### src/rtl/sqnl_pkg.sv
// Shared mode encoding and width helpers for the pipelined SQNL activation array.
package sqnl_pkg;

  localparam logic [1:0] MODE_SQNL  = 2'd0;
  localparam logic [1:0] MODE_SIGN  = 2'd1;
  localparam logic [1:0] MODE_HTANH = 2'd2;

  // Y = sc*2^(F+2) - sc*|sc| is exact in this many signed bits
  function automatic int prod_width(input int frac_bits);
    return 2 * frac_bits + 4;
  endfunction

  function automatic int sqnl_shift(input int frac_bits, input int output_bits);
    return 2 * frac_bits + 3 - output_bits;
  endfunction

  function automatic int htanh_shift(input int frac_bits, input int output_bits);
    return frac_bits + 1 - output_bits;
  endfunction

endpackage

### src/rtl/sqnl_pipe_array_lane.sv
// One channel of the activation pipeline: S1 clamps the sum, S2 forms the
// SQNL product, S3 shifts, clamps and flags saturation.
module sqnl_lane
  import sqnl_pkg::*;
#(
  parameter int SUM_BITS    = 8,
  parameter int FRAC_BITS   = 4,
  parameter int OUTPUT_BITS = 4
) (
  input  logic                          clk,
  input  logic                          rst,
  input  logic                          en,
  input  logic [1:0]                    mode,
  input  logic signed [SUM_BITS-1:0]    sum,
  output logic signed [OUTPUT_BITS-1:0] act,
  output logic                          sat
);

  localparam int SC_W  = FRAC_BITS + 3;
  localparam int PW    = prod_width(FRAC_BITS);
  localparam int SQ_SH = sqnl_shift(FRAC_BITS, OUTPUT_BITS);
  localparam int HT_SH = htanh_shift(FRAC_BITS, OUTPUT_BITS);

  localparam logic signed [SUM_BITS:0]      T_X   = (SUM_BITS + 1)'(2 ** (FRAC_BITS + 1));
  localparam logic signed [SC_W-1:0]        T_SC  = SC_W'(2 ** (FRAC_BITS + 1));
  localparam logic signed [PW-1:0]          MAX_P = PW'(2 ** (OUTPUT_BITS - 1) - 1);
  localparam logic signed [PW-1:0]          MIN_P = PW'(-(2 ** (OUTPUT_BITS - 1)));
  localparam logic signed [SUM_BITS-1:0]    MAX_S = SUM_BITS'(2 ** (OUTPUT_BITS - 1) - 1);
  localparam logic signed [SUM_BITS-1:0]    MIN_S = SUM_BITS'(-(2 ** (OUTPUT_BITS - 1)));
  localparam logic signed [OUTPUT_BITS-1:0] MAX_O = OUTPUT_BITS'(2 ** (OUTPUT_BITS - 1) - 1);
  localparam logic signed [OUTPUT_BITS-1:0] MIN_O = OUTPUT_BITS'(-(2 ** (OUTPUT_BITS - 1)));

  logic signed [SUM_BITS-1:0]    s1_sum_reg, s2_sum_reg;
  logic signed [SC_W-1:0]        s1_sc_reg;
  logic                          s1_big_reg, s2_big_reg;
  logic [1:0]                    s1_mode_reg, s2_mode_reg;
  logic signed [PW-1:0]          s2_y_reg;
  logic signed [OUTPUT_BITS-1:0] act_reg;
  logic                          sat_reg;

  logic signed [SUM_BITS:0]      sum_x;
  logic                          big;
  logic signed [SC_W-1:0]        sc_next;
  logic signed [PW-1:0]          sc_w, sc_abs, y_next, p_sq;
  logic signed [SUM_BITS-1:0]    p_ht;
  logic signed [OUTPUT_BITS-1:0] act_next;
  logic                          sat_next;

  // One extra bit so that +T is representable even when SUM_BITS = FRAC_BITS+2
  always_comb begin
    sum_x = {sum[SUM_BITS-1], sum};
    big   = (sum_x >= T_X) || (sum_x <= -T_X);
    if (!big)
      sc_next = sum_x[SC_W-1:0];
    else if (sum_x[SUM_BITS])
      sc_next = -T_SC;
    else
      sc_next = T_SC;
  end

  // sc*2^(F+2) may wrap at sc=+T; the modular difference is still exact
  always_comb begin
    sc_w   = PW'(s1_sc_reg);
    sc_abs = sc_w[PW-1] ? -sc_w : sc_w;
    y_next = (sc_w <<< (FRAC_BITS + 2)) - sc_w * sc_abs;
  end

  always_comb begin
    p_sq     = s2_y_reg >>> SQ_SH;
    p_ht     = s2_sum_reg >>> HT_SH;
    act_next = '0;
    sat_next = 1'b0;
    case (s2_mode_reg)
      MODE_SQNL: begin
        if (p_sq > MAX_P)      act_next = MAX_O;
        else if (p_sq < MIN_P) act_next = MIN_O;
        else                   act_next = p_sq[OUTPUT_BITS-1:0];
        sat_next = s2_big_reg || (p_sq > MAX_P) || (p_sq < MIN_P);
      end
      MODE_SIGN: act_next = s2_sum_reg[SUM_BITS-1] ? MIN_O : MAX_O;
      MODE_HTANH: begin
        if (p_ht > MAX_S)      act_next = MAX_O;
        else if (p_ht < MIN_S) act_next = MIN_O;
        else                   act_next = p_ht[OUTPUT_BITS-1:0];
        sat_next = (p_ht > MAX_S) || (p_ht < MIN_S);
      end
      default: ;
    endcase
  end

  always_ff @(posedge clk) begin
    if (rst) begin
      s1_sum_reg  <= '0;
      s1_sc_reg   <= '0;
      s1_big_reg  <= 1'b0;
      s1_mode_reg <= '0;
      s2_sum_reg  <= '0;
      s2_y_reg    <= '0;
      s2_big_reg  <= 1'b0;
      s2_mode_reg <= '0;
      act_reg     <= '0;
      sat_reg     <= 1'b0;
    end else if (en) begin
      s1_sum_reg  <= sum;
      s1_sc_reg   <= sc_next;
      s1_big_reg  <= big;
      s1_mode_reg <= mode;
      s2_sum_reg  <= s1_sum_reg;
      s2_y_reg    <= y_next;
      s2_big_reg  <= s1_big_reg;
      s2_mode_reg <= s1_mode_reg;
      act_reg     <= act_next;
      sat_reg     <= sat_next;
    end
  end

  assign act = act_reg;
  assign sat = sat_reg;

endmodule

### src/rtl/sqnl_pipe_array.sv
// Multi-channel pipelined activation with valid/ready flow control and a
// saturating count of saturated output beats.
module sqnl_pipe_array
  import sqnl_pkg::*;
#(
  parameter int N_CH         = 4,
  parameter int SUM_BITS     = 8,
  parameter int FRAC_BITS    = 4,
  parameter int OUTPUT_BITS  = 4,
  parameter int SAT_CNT_BITS = 16
) (
  input  logic                          clk,
  input  logic                          rst,
  input  logic                          in_valid,
  output logic                          in_ready,
  input  logic [1:0]                    in_mode,
  input  logic [N_CH*SUM_BITS-1:0]      in_sum,
  output logic                          out_valid,
  input  logic                          out_ready,
  output logic [N_CH*OUTPUT_BITS-1:0]   out_act,
  output logic [N_CH-1:0]               out_sat,
  input  logic                          sat_clr,
  output logic [SAT_CNT_BITS-1:0]       sat_count
);

  logic                    advance;
  logic                    v1_reg, v2_reg, out_valid_reg;
  logic [SAT_CNT_BITS-1:0] sat_count_reg;

  // The whole pipe moves in lockstep; bubbles are carried, not squeezed out
  assign advance  = !out_valid_reg || out_ready;
  assign in_ready = advance;

  always_ff @(posedge clk) begin
    if (rst) begin
      v1_reg        <= 1'b0;
      v2_reg        <= 1'b0;
      out_valid_reg <= 1'b0;
    end else if (advance) begin
      v1_reg        <= in_valid;
      v2_reg        <= v1_reg;
      out_valid_reg <= v2_reg;
    end
  end

  generate
    for (genvar gi = 0; gi < N_CH; gi++) begin : g_lane
      sqnl_lane #(
        .SUM_BITS   (SUM_BITS),
        .FRAC_BITS  (FRAC_BITS),
        .OUTPUT_BITS(OUTPUT_BITS)
      ) u_lane (
        .clk (clk),
        .rst (rst),
        .en  (advance),
        .mode(in_mode),
        .sum (in_sum[gi*SUM_BITS +: SUM_BITS]),
        .act (out_act[gi*OUTPUT_BITS +: OUTPUT_BITS]),
        .sat (out_sat[gi])
      );
    end
  endgenerate

  always_ff @(posedge clk) begin
    if (rst || sat_clr)
      sat_count_reg <= '0;
    else if (out_valid_reg && out_ready && (|out_sat) && !(&sat_count_reg))
      sat_count_reg <= sat_count_reg + SAT_CNT_BITS'(1);
  end

  assign out_valid = out_valid_reg;
  assign sat_count = sat_count_reg;

endmodule

### config.mk
export PLATFORM = sky130hd
export DESIGN_NAME = sqnl_pipe_array
export DESIGN_NICKNAME = d
export VERILOG_FILES = /design/src/rtl/sqnl_pkg.sv /design/src/rtl/sqnl_pipe_array_lane.sv /design/src/rtl/sqnl_pipe_array.sv
export SDC_FILE = /design/constraint.sdc
export NUM_CORES = 1
export LEC_CHECK = 0
export CORE_MARGIN = 1
export CORE_UTILIZATION = 45
export CTS_CLUSTER_DIAMETER = 30
export DETAILED_ROUTE_END_ITERATION = 8
export PLACE_DENSITY = 0.72
export SLEW_MARGIN = 20
export SYNTH_ARGS = -nofsm -noshare
export SYNTH_HDL_FRONTEND = slang
export SYNTH_SLANG_ARGS = --single-unit
### constraint.sdc
create_clock -name clk -period 5.2 [get_ports clk]
set_input_delay 1.3 -clock clk [delete_from_list [all_inputs] [get_ports clk]]
set_output_delay 1.3 -clock clk [all_outputs]
set_load 0.005 [all_outputs]
After elaboration in Yosys (flattened, before gate mapping)
Cells that the tools add are included.
{"block": "op_classes", "add_sub_neg": 9, "multipliers": 4, "magnitude_cmp": 24, "eq_ne": 2, "mux": 40, "reduce_logical": 26}
{"operator": "$mux 4", "n": 20}
{"operator": "$mux 7", "n": 8}
{"operator": "$mul 7x12->12", "n": 4}
{"operator": "$mux 12", "n": 4}
{"operator": "$neg 7->12", "n": 4}
{"operator": "$pmux 4 s3", "n": 4}
{"operator": "$sub 12x12->12", "n": 4}
{"operator": "$ge 8x7->1 const B", "n": 4}
{"operator": "$le 8x6->1 const B", "n": 4}
{"operator": "$gt 7x4->1 const B", "n": 4}
{"operator": "$lt 7x4->1 const B", "n": 4}
{"operator": "$gt 5x4->1 const B", "n": 4}
{"operator": "$lt 5x4->1 const B", "n": 4}
{"operator": "$logic_or 1x1->1", "n": 18}
{"operator": "$add 16x1->16 const B", "n": 1}
{"operator": "$reduce_and 16->1", "n": 1}
{"operator": "$pmux 1 s2", "n": 4}
{"operator": "$reduce_or 4->1", "n": 1}
{"operator": "$logic_and 1x1->1", "n": 3}
{"operator": "$eq 2x1->1 const B", "n": 1}
{"operator": "$eq 2x2->1 const B", "n": 1}
{"operator": "$logic_not 1->1", "n": 2}
{"operator": "$logic_not 2->1", "n": 1}
{"block": "totals", "regBits": 191, "inputBits": 39, "output_inout_bits": 38, "word_cells": 143}

Depth between registers and ports, before layout
{"block": "logic_depth", "ltp_word": 4, "mapped_depth": 21, "ltp_nobuf": 20}

Hierarchy
From an unflattened synthesis, not the netlist that was laid out.
{"block": "hier_totals", "cells_unflattened": 1612, "area_unflattened_um2": 14321.2}
{"mod": "sqnl_lane at g_lane[0].u_lane ...", "instances": 3, "cells_per_inst": 372, "area_per_inst_um2": 3308.2, "seq_area_each_um2": 740.7}
{"mod": "sqnl_lane at g_lane[2].u_lane", "instances": 1, "cells_per_inst": 383, "area_per_inst_um2": 3414.5, "seq_area_each_um2": 740.7}
{"mod": "sqnl_pipe_array", "instances": 1, "cells_per_inst": 113, "area_per_inst_um2": 982.2, "seq_area_each_um2": 380.4}

Worst setup path before layout
No wires, ideal clock.
{"block": "synth_path", "path_type": "reg-to-reg", "start": "register g_lane[0].u_lane.s1_sc_reg[0]", "end": "register g_lane[0].u_lane.s2_y_reg[9]", "setup_time_ps": 121, "arrival_ps": 4995, "required_time_ps": 5079, "setup_slack_ps": 84, "path_stages_with_launch": 20, "path_buffers": 1, "period_less_slack_ps": 5116, "cell_sequence": "dfxtp_1 -> clkbuf_1 -> inv_1 -> ha_1 -> o21a_1 -> or2_2 -> and2_1 -> fa_1 -> ha_1 -> inv_1 -> fa_1 -> inv_1 -> fa_1 -> inv_1 -> ha_1 -> and4b_1 -> a221o_1 -> a211oi_1 -> o21ba_2 -> o21ai_0"}
{"block": "synth_between", "elab_chain_len": 4}
{"element": "start: declaration", "line_no": "sqnl_pipe_array_lane.sv:34", "source": "logic signed [SC_W-1:0] s1_sc_reg;"}
{"element": "start signal: assignment", "line_no": "sqnl_pipe_array_lane.sv:105", "source": "s1_sc_reg <= sc_next;"}
{"element": "$neg 7->12", "line_no": "sqnl_pipe_array_lane.sv:64", "source": "sc_abs = sc_w[PW-1] ? -sc_w : sc_w;"}
{"element": "$mux 12", "line_no": "sqnl_pipe_array_lane.sv:64"}
{"element": "$mul 7x12->12", "line_no": "sqnl_pipe_array_lane.sv:65", "source": "y_next = (sc_w <<< (FRAC_BITS + 2)) - sc_w * sc_abs;"}
{"element": "$sub 12x12->12 (*)", "line_no": "sqnl_pipe_array_lane.sv:65"}
{"element": "end signal: assignment", "line_no": "sqnl_pipe_array_lane.sv:109", "source": "s2_y_reg <= y_next;"}
{"element": "end: declaration", "line_no": "sqnl_pipe_array_lane.sv:37", "source": "logic signed [PW-1:0] s2_y_reg;"}
Every way passes the cells marked *; elsewhere a longest branch is shown, timed or not.
A chain may end at the register's enable or synchronous reset.

Worst setup path in the final report
{"block": "layout_path", "start": "register g_lane[3].u_lane.s1_sc_reg[1]", "end": "register g_lane[3].u_lane.s2_y_reg[11]"}
{"block": "layout_between", "elab_chain_len": 4}
{"element": "start: declaration", "line_no": "sqnl_pipe_array_lane.sv:34"}
{"element": "start signal: assignment", "line_no": "sqnl_pipe_array_lane.sv:105"}
{"element": "$neg 7->12", "line_no": "sqnl_pipe_array_lane.sv:64"}
{"element": "$mux 12", "line_no": "sqnl_pipe_array_lane.sv:64"}
{"element": "$mul 7x12->12", "line_no": "sqnl_pipe_array_lane.sv:65"}
{"element": "$sub 12x12->12 (*)", "line_no": "sqnl_pipe_array_lane.sv:65"}
{"element": "end signal: assignment", "line_no": "sqnl_pipe_array_lane.sv:109"}
{"element": "end: declaration", "line_no": "sqnl_pipe_array_lane.sv:37"}
Marked as above.

==> impl_metrics.env <==
export IMPL_outcome="complete, no violations"
export IMPL_netlist_instances=1678
export IMPL_fin_crit_sh_pct=95.7
export IMPL_whs_ns=0.451
export IMPL_viasPerCell=5.15
export IMPL_ys_ff_latch=155
export IMPL_wl_per_cell_um=14.1
export IMPL_dp_cells=2145
export IMPL_root_buffer="clkbuf_16"
export IMPL_drt_iter0_markers=643
export IMPL_num_vias=11200
export IMPL_cts_made_buffers=17
export IMPL_row_count=63
export IMPL_min_path_type="reg -> reg"
export IMPL_tns_ns=0
export IMPL_overflow=0
export IMPL_firstDrtPassIters=5
export IMPL_n_antenna_cell=0
export IMPL_final_cell_mix="nand2_1 (289), inv_1 (254), dfxtp_1 (155)"
export IMPL_cts_hold_buf=0
export IMPL_cap_viol_max_count=0
export IMPL_synthesis_area_um2=13800
export IMPL_cp_max_fo=6
export IMPL_grt_pass1_vias=11200
export IMPL_crit_path_top_delay_cell="fa_1"
export IMPL_synth_top_cell_area_share_pct=22.5
export IMPL_setup_viol=0
export IMPL_start_util_pct=46.1
export IMPL_async_reset_ff_share_pct=0
export IMPL_grt_pass1_wl_um=52700
export IMPL_port_buffers=76
export IMPL_drive_gt1_share_pct=5.82
export IMPL_h_tree_depth=4
export IMPL_final_common_cell="nand2_1"
export IMPL_required_ns=5.45
export IMPL_clock_latency_ns=0.43
export IMPL_finalWeightedCongestion=0.956
export IMPL_finalNetCount=2064
export IMPL_drc=0
export IMPL_cp_start_kind="register"
export IMPL_die_area_um2=31300
export IMPL_yosys_warnings=0
export IMPL_avgSynthCellArea_um2=8.20
export IMPL_place_hpwl_um=23800
export IMPL_setup_slack_ns=0.223
export IMPL_arrival_ns=5.23
export IMPL_clockBufferDepth=2
export IMPL_antenna_left=0
export IMPL_rsz0062_at_grt="true"
export IMPL_period_minus_slack_ns=4.98
export IMPL_die_h_um=177
export IMPL_wirelength_um=30800
export IMPL_slowest_delay_ns=0.52
export IMPL_yosys_top_cells_area="dfxtp_1 (23%), fa_1 (21%), ha_1 (9.6%), nand2_1 (7.9%), inv_1 (7.0%)"
export IMPL_stdcell_count=2178
export IMPL_final_hold_viol_count=0
export IMPL_cts_tree="built"
export IMPL_ys_flop_type="dfxtp_1"
export IMPL_grt_usage_pct=20.7
export IMPL_core_um2=29900
export IMPL_areaGrowthSynthToFinish_pct=14.3
export IMPL_dp_worst_setup_slack_ns=0.133
export IMPL_path_clk_slew_ns=0.07
export IMPL_maxSlewHeadroom_pct=31.8
export IMPL_antenna_found_initial=0
export IMPL_grt_max_degree=100
export IMPL_clock_skew_ns=0.00596
export IMPL_synth_edf_count=0
export IMPL_worstPathCellList="inv_1 -> ha_1 -> nand3_1 -> nand2_1 -> xnor2_2 -> nand2_1 -> fa_1 -> inv_1 -> ha_1 -> inv_1 -> fa_1 -> fa_1 -> ha_1 -> and4b_1 -> a221o_1 -> a221oi_2 -> xnor2_1 -> a211oi_1"
export IMPL_p_per_area_nw_per_um2=310
export IMPL_ys_types=62
export IMPL_critPathKind="reg -> reg"
export IMPL_cp_end_kind="register"
export IMPL_fmax_mhz=201
export IMPL_leakage_nw=6.95
export IMPL_synth_top_cell_by_area="dfxtp_1"
export IMPL_io_pins=77
export IMPL_synth_seq_area_share_pct=22.5
export IMPL_ir_drop_mv=0.303
export IMPL_worst_slew_pin_transition_ns=1.02
export IMPL_maxSlewViolCount=0
export IMPL_die_x_um=177
export IMPL_cts_num_sinks=155
-- metal layers --
layer  share of wire [%]  track usage, %  wire length [um]  vias up
li1                    -               -                 -     5535
met1                  45            27.5             13800     5381
met2                  49            35.7             15200      264
met3                 4.3            2.81              1330       34
met4                 1.3            4.71               408        0
met5                   0               0                 0        -
-- repair_timing --
action | 4_1_cts | 5_1_grt
endpoints found under the hold margin | 0 | 0
endpoints found under the setup margin | 0 | 12
setup buffers | 0 | 1
resized for setup | 0 | 12
-- final timing paths --
path                                                startpoint  slack, ns                        endpoint  cells past startpoint
worst min-delay path            g_lane[2].u_lane.s1_sum_reg[5]       0.45  g_lane[2].u_lane.s1_sum_reg[5]                      2
worst max register to register   g_lane[3].u_lane.s1_sc_reg[1]       0.22   g_lane[3].u_lane.s2_y_reg[11]                     18
worst max-delay path             g_lane[3].u_lane.s1_sc_reg[1]       0.22   g_lane[3].u_lane.s2_y_reg[11]                     18
worst min register to register  g_lane[2].u_lane.s1_sum_reg[5]       0.45  g_lane[2].u_lane.s1_sum_reg[5]                      2
-- power breakdown --
| part | switching [mW] | internal (mW) | leakage, nW | total [mW] |
|---|---|---|---|---|
| logic | 1.17 | 1.10 | 5.41 | 2.27 |
| registers | 0.124 | 1.34 | 1.28 | 1.47 |
| clock network | 0.524 | 0.620 | 0.261 | 1.14 |
| total | 1.82 | 3.06 | 6.95 | 4.88 |
-- kinds of logic after synthesis --
group / synth area share, %
other: 0.0546
muxes: 0.364
AOI/OAI and AO/OA: 12.8
buffers and inverters: 9.69
DFF: 22.5
adders and majority gates: 30.6
xor gates and xnor gates: 5.31
and+or+nand+nor: 18.7
-- synth_stat cells, types with 30 or more instances --
master	instances
o21ai_0	51
and2_1	36
a21oi_1	156
ha_1	106
xor2_1	30
nand2_1	289
nor2_1	82
fa_1	144
clkbuf_1	56
xnor2_1	43
dfxtp_1	155
inv_1	255
-- worst max-delay path: cells and delay by family, from the launching register on --
kind | cells | cell delay [ns]
AND/OR/NAND/NOR | 4 | 0.59
XOR/XNOR | 2 | 0.48
AO/OA/AOI/OAI | 3 | 0.80
buffers and inverters | 3 | 0.20
adder cells (fa/ha/maj) | 6 | 2.37
flip-flops | 1 | 0.37
-- metrics by stage --
stage / utilization, % / total power, mW / area (um2)
after floorplan: - / 3.14 / 14000
after global placement: 50.6 / 3.65 / 15100
after detailed placement: 50.6 / 3.73 / 15100
after CTS: 52.5 / 4.90 / 15700
after global routing: 52.7 / 5.28 / 15700
final: 52.7 / 4.88 / 15700
-- final cells by class --
cell class	count	area, um2
multi-input cells	1230	9590
inverters	255	960
clock inverters	14	116
flip-flops and latches	155	3100
fillers	2838	14100
repair buffers	116	1060
clock buffers	18	429
well taps	390	488
No activity file was read; power rests on OpenSTA's default activity.
